[src/rtl/muldiv_pkg.sv]
// Shared encodings for the iterative RV32M multiply/divide unit.
// Imported by the sequencer, its datapath and the main decoder.
package muldiv_pkg;

   typedef enum logic [1:0] {
      IDLE = 2'd0,
      CALC = 2'd1,
      DONE = 2'd2
   } state_t;

   localparam logic [2:0] F3_MUL    = 3'b000;
   localparam logic [2:0] F3_MULH   = 3'b001;
   localparam logic [2:0] F3_MULHSU = 3'b010;
   localparam logic [2:0] F3_MULHU  = 3'b011;
   localparam logic [2:0] F3_DIV    = 3'b100;
   localparam logic [2:0] F3_DIVU   = 3'b101;
   localparam logic [2:0] F3_REM    = 3'b110;
   localparam logic [2:0] F3_REMU   = 3'b111;

   localparam logic [6:0] FUNCT7_M  = 7'b0000001;

   function automatic logic is_div(input logic [2:0] f);
      return f[2];
   endfunction

   function automatic logic signed_a(input logic [2:0] f);
      return (f != F3_MULHU) && (f != F3_DIVU) && (f != F3_REMU);
   endfunction

   function automatic logic signed_b(input logic [2:0] f);
      return (f == F3_MUL) || (f == F3_MULH) ||
             (f == F3_DIV) || (f == F3_REM);
   endfunction

endpackage

[src/rtl/muldiv_if.sv]
// EX-stage request/response bundle between the pipeline and the M-unit.
// The pipeline side is the master; the M-unit is the slave.
interface muldiv_if #(
   parameter int XLEN = 32
);
   logic            start;
   logic            flush;
   logic [2:0]      funct3;
   logic [XLEN-1:0] op_a;
   logic [XLEN-1:0] op_b;
   logic            stall;
   logic            done;
   logic [XLEN-1:0] result;

   modport master (
      output start, flush, funct3, op_a, op_b,
      input  stall, done, result
   );

   modport slave (
      input  start, flush, funct3, op_a, op_b,
      output stall, done, result
   );
endinterface

[src/rtl/muldiv_datapath.sv]
// Radix-2 shift-add / restoring-divide datapath on operand magnitudes,
// with the sign fixup applied as the final value is registered.
module muldiv_datapath
   import muldiv_pkg::*;
#(
   parameter int XLEN = 32
) (
   input  logic            clk,
   input  logic            rst_n,
   input  logic            load,
   input  logic            step,
   input  logic            finish,
   input  logic            special,
   input  logic [XLEN-1:0] special_val,
   input  logic [2:0]      funct3,
   input  logic [XLEN-1:0] op_a,
   input  logic [XLEN-1:0] op_b,
   output logic [XLEN-1:0] result
);

   logic [2:0]        f3_q;
   logic              neg_a;
   logic              neg_b;
   logic [2*XLEN-1:0] acc;
   logic [XLEN-1:0]   mag_b;

   logic              na_in;
   logic              nb_in;
   logic [XLEN-1:0]   mag_a_in;
   logic [XLEN-1:0]   mag_b_in;
   logic [XLEN:0]     mul_sum;
   logic [XLEN:0]     rem_sh;
   logic [XLEN:0]     diff;
   logic [2*XLEN-1:0] acc_nx;
   logic [2*XLEN-1:0] prod;
   logic [XLEN-1:0]   quo;
   logic [XLEN-1:0]   rem;
   logic [XLEN-1:0]   fix_val;

   always_comb begin
      na_in    = signed_a(funct3) & op_a[XLEN-1];
      nb_in    = signed_b(funct3) & op_b[XLEN-1];
      mag_a_in = na_in ? -op_a : op_a;
      mag_b_in = nb_in ? -op_b : op_b;
   end

   // Low half is multiplier / dividend; high half collects product / remainder.
   always_comb begin
      mul_sum = {1'b0, acc[2*XLEN-1:XLEN]}
              + {1'b0, (acc[0] ? mag_b : {XLEN{1'b0}})};
      rem_sh  = {acc[2*XLEN-1:XLEN], acc[XLEN-1]};
      diff    = rem_sh - {1'b0, mag_b};
      acc_nx  = {mul_sum, acc[XLEN-1:1]};
      if (is_div(f3_q)) begin
         if (!diff[XLEN])
            acc_nx = {diff[XLEN-1:0], acc[XLEN-2:0], 1'b1};
         else
            acc_nx = {rem_sh[XLEN-1:0], acc[XLEN-2:0], 1'b0};
      end
   end

   always_comb begin
      prod    = (neg_a ^ neg_b) ? -acc_nx : acc_nx;
      quo     = acc_nx[XLEN-1:0];
      rem     = acc_nx[2*XLEN-1:XLEN];
      fix_val = prod[2*XLEN-1:XLEN];
      unique case (1'b1)
         (f3_q == F3_MUL): fix_val = prod[XLEN-1:0];
         (f3_q == F3_DIV): fix_val = (neg_a ^ neg_b) ? -quo : quo;
         (f3_q == F3_DIVU): fix_val = quo;
         (f3_q == F3_REM): fix_val = neg_a ? -rem : rem;
         (f3_q == F3_REMU): fix_val = rem;
         default: fix_val = prod[2*XLEN-1:XLEN];
      endcase
   end

   always_ff @(posedge clk or negedge rst_n) begin
      if (!rst_n) begin
         f3_q   <= 3'b000;
         neg_a  <= 1'b0;
         neg_b  <= 1'b0;
         acc    <= '0;
         mag_b  <= '0;
         result <= '0;
      end else begin
         if (load) begin
            f3_q  <= funct3;
            neg_a <= na_in;
            neg_b <= nb_in;
            acc   <= {{XLEN{1'b0}}, mag_a_in};
            mag_b <= mag_b_in;
         end else if (step) begin
            acc <= acc_nx;
         end
         if (finish)
            result <= special ? special_val : fix_val;
      end
   end

endmodule

[src/rtl/muldiv_sequencer.sv]
// Control FSM for the RV32M unit: stalls EX while iterating and
// resolves divide-by-zero and signed-overflow cases without iterating.
module muldiv_sequencer
   import muldiv_pkg::*;
#(
   parameter int XLEN = 32
) (
   input logic      clk,
   input logic      rst_n,
   muldiv_if.slave  bus
);

   localparam int CW = $clog2(XLEN);
   localparam logic [XLEN-1:0] MIN_INT = {1'b1, {(XLEN-1){1'b0}}};

   state_t          state;
   logic [CW-1:0]   count;
   logic            done_q;

   logic            accept;
   logic            last;
   logic            step;
   logic            finish;
   logic            div_zero;
   logic            ovf;
   logic            special;
   logic [XLEN-1:0] special_val;
   logic [XLEN-1:0] result;

   always_comb begin
      div_zero    = (bus.op_b == '0);
      ovf         = (bus.op_a == MIN_INT) && (bus.op_b == '1);
      special     = is_div(bus.funct3)
                  && (div_zero || (signed_b(bus.funct3) && ovf));
      special_val = bus.funct3[1] ? '0 : MIN_INT;
      if (div_zero)
         special_val = bus.funct3[1] ? bus.op_a : '1;
   end

   always_comb begin
      accept = rst_n && (state == IDLE) && bus.start && !bus.flush;
      step   = (state == CALC) && !bus.flush;
      last   = step && (count == CW'(XLEN - 1));
      finish = (accept && special) || last;
   end

   assign bus.stall  = accept || (rst_n && step);
   assign bus.done   = done_q;
   assign bus.result = result;

   always_ff @(posedge clk or negedge rst_n) begin
      if (!rst_n) begin
         state  <= IDLE;
         count  <= '0;
         done_q <= 1'b0;
      end else begin
         done_q <= 1'b0;
         if (bus.flush) begin
            state <= IDLE;
            count <= '0;
         end else begin
            unique case (state)
               IDLE: begin
                  if (bus.start) begin
                     count  <= '0;
                     state  <= special ? DONE : CALC;
                     done_q <= special;
                  end
               end
               CALC: begin
                  count <= count + CW'(1);
                  if (last) begin
                     state  <= DONE;
                     done_q <= 1'b1;
                  end
               end
               DONE: state <= IDLE;
               default: state <= IDLE;
            endcase
         end
      end
   end

   muldiv_datapath #(
      .XLEN (XLEN)
   ) u_dp (
      .clk         (clk),
      .rst_n       (rst_n),
      .load        (accept),
      .step        (step),
      .finish      (finish),
      .special     (special),
      .special_val (special_val),
      .funct3      (bus.funct3),
      .op_a        (bus.op_a),
      .op_b        (bus.op_b),
      .result      (result)
   );

endmodule

[src/flat_wrapper.sv]
// flat-port wrapper written by rule: the top's interface ports become plain ports
module muldiv_sequencer_flat import muldiv_pkg::*;
#(
   parameter int XLEN = 32
)
  (clk, rst_n, bus_start, bus_flush, bus_funct3, bus_op_a, bus_op_b, bus_stall, bus_done, bus_result);
  muldiv_if #(.XLEN(XLEN)) bus_i ();
  input logic clk;
  input logic rst_n;
  input wire logic [$bits(bus_i.start)-1:0] bus_start;
  input wire logic [$bits(bus_i.flush)-1:0] bus_flush;
  input wire logic [$bits(bus_i.funct3)-1:0] bus_funct3;
  input wire logic [$bits(bus_i.op_a)-1:0] bus_op_a;
  input wire logic [$bits(bus_i.op_b)-1:0] bus_op_b;
  output wire logic [$bits(bus_i.stall)-1:0] bus_stall;
  output wire logic [$bits(bus_i.done)-1:0] bus_done;
  output wire logic [$bits(bus_i.result)-1:0] bus_result;
  assign bus_i.start = bus_start;
  assign bus_i.flush = bus_flush;
  assign bus_i.funct3 = bus_funct3;
  assign bus_i.op_a = bus_op_a;
  assign bus_i.op_b = bus_op_b;
  assign bus_stall = bus_i.stall;
  assign bus_done = bus_i.done;
  assign bus_result = bus_i.result;
  muldiv_sequencer #(.XLEN(XLEN)) u_core (.clk(clk), .rst_n(rst_n), .bus(bus_i));
endmodule
[config.mk]
export PLATFORM = sky130hd
export DESIGN_NAME = muldiv_sequencer_flat
export DESIGN_NICKNAME = d
export VERILOG_FILES = /design/src/rtl/muldiv_pkg.sv /design/src/rtl/muldiv_if.sv /design/src/rtl/muldiv_datapath.sv /design/src/rtl/muldiv_sequencer.sv /design/src/flat_wrapper.sv
export SDC_FILE = /design/constraint.sdc
export NUM_CORES = 1
export LEC_CHECK = 0
export ABC_AREA = 1
export CORE_ASPECT_RATIO = 1.4
export CORE_MARGIN = 2
export CORE_UTILIZATION = 40
export CTS_CLUSTER_SIZE = 24
export DETAILED_ROUTE_END_ITERATION = 16
export PLACE_DENSITY = 0.57
export SKIP_LAST_GASP = 1
export SYNTH_ARGS = -nofsm -noshare
export SYNTH_HDL_FRONTEND = slang
export SYNTH_SLANG_ARGS = --single-unit
[constraint.sdc]
create_clock -name clk -period 3.8 [get_ports clk]
set_clock_uncertainty 0.1 [all_clocks]
set_input_delay 0.57 -clock clk [delete_from_list [all_inputs] [get_ports clk]]
set_output_delay 0.57 -clock clk [all_outputs]
set_load 0.02 [all_outputs]
==> results.md <==
* Crit path launch type: register
* Starting DRC count in detailed routing at 1841
* Layout cells sized above 1 at 24.6%
* RSZ-0062 raised after global routing: yes
* Die height at 253 um
* Max_cap viols at 0
* Synthesized area per cell at 5.75 um2
* Setup ws final at -0.340 ns
* Synth Flop Type: dfrtp_1
* GR Util All Layers at 38.7%
* Failing checks: negative setup slack
* Num ports at 105
* Final HPWL DP at 72400 um
* Sequential share of the synthesized area at 20.0%
* DRC at 0
* Post-Syn Area at 17700 um2
* Total gr overflow at 0
* EDFF count, synth at 0
* RR Endpoint: u_core.u_dp.result[12]$_DFFE_PN0P_
* Final TNS setup at -4.86 ns
* Synthesized Nets at 3219
* Fill cell total of the finished layout at 4494
* CP required at 4.11 ns
* Length in cells of the worst reg-to-reg path at 33
* Reg-to-reg startpoint: u_core.u_dp.acc[31]$_DFFE_PN0P_
* Max Fclk at 0.242 GHz
* Ys async rst share at 100%
* IO Port Bufs at 104
* Slew HR at 31.5%
* Fin nets at 3842
* Flop-to-flop setup slack at -0.34 ns
* CTS sink count at 141
* Clock Tree Buf Depth at 2
* Clk Latency, worst-skew pair at 0.48 ns
* Vias in the first global route at 22900
* # diodes at 0
* Slowest-stage cell, CP: dfrtp_1
* Area grow syn2layout at 42.1%
* Max incr delay on CP at 0.38 ns
* Final setup violation count at 27
* Max Fanout on Critical Path at 4
* Worst-path clk slew at 0.08 ns
* Avg Vias per Cell at 5.45
* Worst setup endpoint: u_core.u_dp.result[12]$_DFFE_PN0P_
* Fin. Hold Viols at 0
* Fin crit share at 109%
* Initial antenna violation count at 0
* TritonCTS Buffers at 17
* Worst Hold Class: input pin to asynchronous set/reset pin
* Core Region at 43800 um2
* Largest net degree at the start of global routing at 67
* DRT Pass-1 Iters at 6
* Vias post-DR at 23300
* Fin crit period at 4.14 ns
* Detailed Route WL at 89700 um
* Root Driver: clkbuf_16
* Measured slew at the worst slew-check pin at 1.03 ns
* Worst EP arrival at 4.45 ns
* Flops & latches, synth at 141
* CP Class: register to register
* Syn Inst Count at 3075
* Outcome: finished, violations left
* CTS tree: yes
* DIE AREA at 45900 um2
* Worst ir drop on vdd at 0.418 mV
* Rows at 91
* Initial core utilization at 40.3%
* Routed len/inst at 21.0 um
* RePlAce Congestion at 1.03
* # H-tree levels at 4
* Synth warnings at 0
* Crit. End Element: register
* Crit path from: u_core.u_dp.acc[31]$_DFFE_PN0P_
* Final slew viol count at 0
* Pleak at 13.2 nW
* Synth cell types at 62
* Post-route ant nets at 0
* Die width at 182 um
* First-pass GRT wire length at 133000 um
* Power Dens Cells at 891 nW/um2
* Overall Power at 22.4 mW
==> registers in the layout (all words and copies together) (netlist names) <==
| register | flops |
|---|---|
| u_core.u_dp.neg_b | 1 |
| u_core.state | 2 |
| u_core.u_dp.result | 32 |
| u_core.count | 5 |
| u_core.u_dp.neg_a | 1 |
| u_core.bus.done | 1 |
| u_core.u_dp.f3_q | 3 |
| u_core.u_dp.mag_b | 32 |
| u_core.u_dp.acc | 64 |
==> worst min-delay path by stage <==
stage / from / to / slack, ns / cells past startpoint
2_1_floorplan: rst_n / u_core.bus.done$_DFF_PN0_ / 0.17 / 0
3_3_place_gp: rst_n / u_core.count[0]$_DFFE_PN0P_ / 0.32 / 1
3_5_place_dp: rst_n / u_core.state[0]$_DFFE_PN0P_ / 0.32 / 1
4_1_cts: rst_n / u_core.count[0]$_DFFE_PN0P_ / 0.39 / 2
5_1_grt: rst_n / u_core.count[0]$_DFFE_PN0P_ / 0.41 / 2
6_report: rst_n / u_core.count[0]$_DFFE_PN0P_ / 0.39 / 2
==> cells in the final DEF, fill, tap and decap left out, types with 30 or more instances in the layout <==
| master | count |
|---|---|
| a21oi_1 | 131 |
| buf_4 | 576 |
| clkdlybuf4s50_1 | 103 |
| dfrtp_1 | 139 |
| ha_1 | 57 |
| inv_1 | 459 |
| nand2_1 | 794 |
| nand2_2 | 74 |
| nand3_1 | 264 |
| nand4_1 | 39 |
| nor2_1 | 287 |
| nor2_2 | 36 |
| nor2_4 | 30 |
| nor3_1 | 40 |
| o21ai_0 | 254 |
| xor2_1 | 56 |
==> kinds of logic (layout without fill, tap and decap cells) <==
group,Yosys count,after routing,share of synthesized area (%)
buffers and inverters,575,1211,12.9
AND/OR/NAND/NOR,1667,1667,41.5
XOR/XNOR,77,77,3.82
adder cells (fa/ha/maj),73,73,5.25
flip-flops,141,141,20.0
AO/OA/AOI/OAI,542,542,16.6
==> where the power goes <==
group | switching, mW | leakage [nW] | internal, mW | total (mW)
clock | 0.840 | 0.294 | 0.945 | 1.78
sequential | 0.333 | 1.82 | 1.86 | 2.20
combinational | 11.0 | 11.1 | 7.41 | 18.4
==> synth_stat cells, drive strengths merged (3+ instances only) <==
cell	count	area share (%)
nor2	353	8.2
ha	71	5.0
nand2	886	20
xnor2	20	0.99
o21a	10	0.42
o221ai	4	0.20
and2	3	0.11
nor4	18	0.67
clkinv	5	0.11
or2	6	0.21
clkbuf	67	1.4
a21oi	158	4.6
o31ai	4	0.17
o211ai	6	0.25
nand3b	14	0.59
a211oi	3	0.13
nand4	42	1.6
o21ai	295	8.5
nor3	42	1.3
a31oi	11	0.39
buf	32	1.3
xor2	57	2.8
o21bai	11	0.47
nand3	298	8.9
o22ai	29	1.0
inv	471	10
dfrtp	141	20
==> critical path: cells and delay by family (launching register included) <==
family          cells  cell delay, ns
fa+ha+maj           3            0.64
flops               1            0.38
compound gates      2            0.43
buf+inv             5            0.39
simple gates       23            2.12
==> timing repair <==
item,in CTS,in global routing
pin swaps,39,51
gates resized for setup,101,135
hold endpoints to repair,18,0
setup buffers,18,17
cloned,0,2
hold buffers,1,0
setup endpoints to repair,32,34
==> area by class of cell <==
type / instances / area [um2] / share of cell area [%]
timing repair buffer: 703 / 5720 / 22.8
inverter: 476 / 1800 / 7.16
multi-input combinational: 2359 / 12800 / 50.9
clock buffer: 18 / 439 / 1.75
sequential: 141 / 3530 / 14.1
clock inverter: 14 / 146 / 0.583
tap: 558 / 698 / 2.78
==> metal layers <==
| layer | up-vias | global-route usage, % | wire length (um) | part of all wire [%] |
|---|---|---|---|---|
| met5 | - | 0 | 0 | 0 |
| li1 | 11200 | - | - | - |
| met4 | 0 | 35.1 | 9550 | 11 |
| met2 | 976 | 67.7 | 43200 | 48 |
| met1 | 10800 | 41.0 | 32100 | 36 |
| met3 | 328 | 4.48 | 4800 | 5.3 |
==> through the flow <==
step / std cells / hold WS, ns / setup WS [ns] / util [%] / area, um2
floorplan: 3075 / 0.174 / -0.123 / - / 17700
global placement: 4199 / 0.323 / -0.598 / 53.2 / 23300
detailed placement: 4199 / 0.322 / -0.669 / 53.2 / 23300
CTS: 4250 / 0.387 / -0.253 / 55.8 / 24500
global route: 4269 / 0.408 / -0.557 / 57.3 / 25100
finish: 4269 / 0.394 / -0.340 / 57.3 / 25100
(Power assumes the default switching activity.)
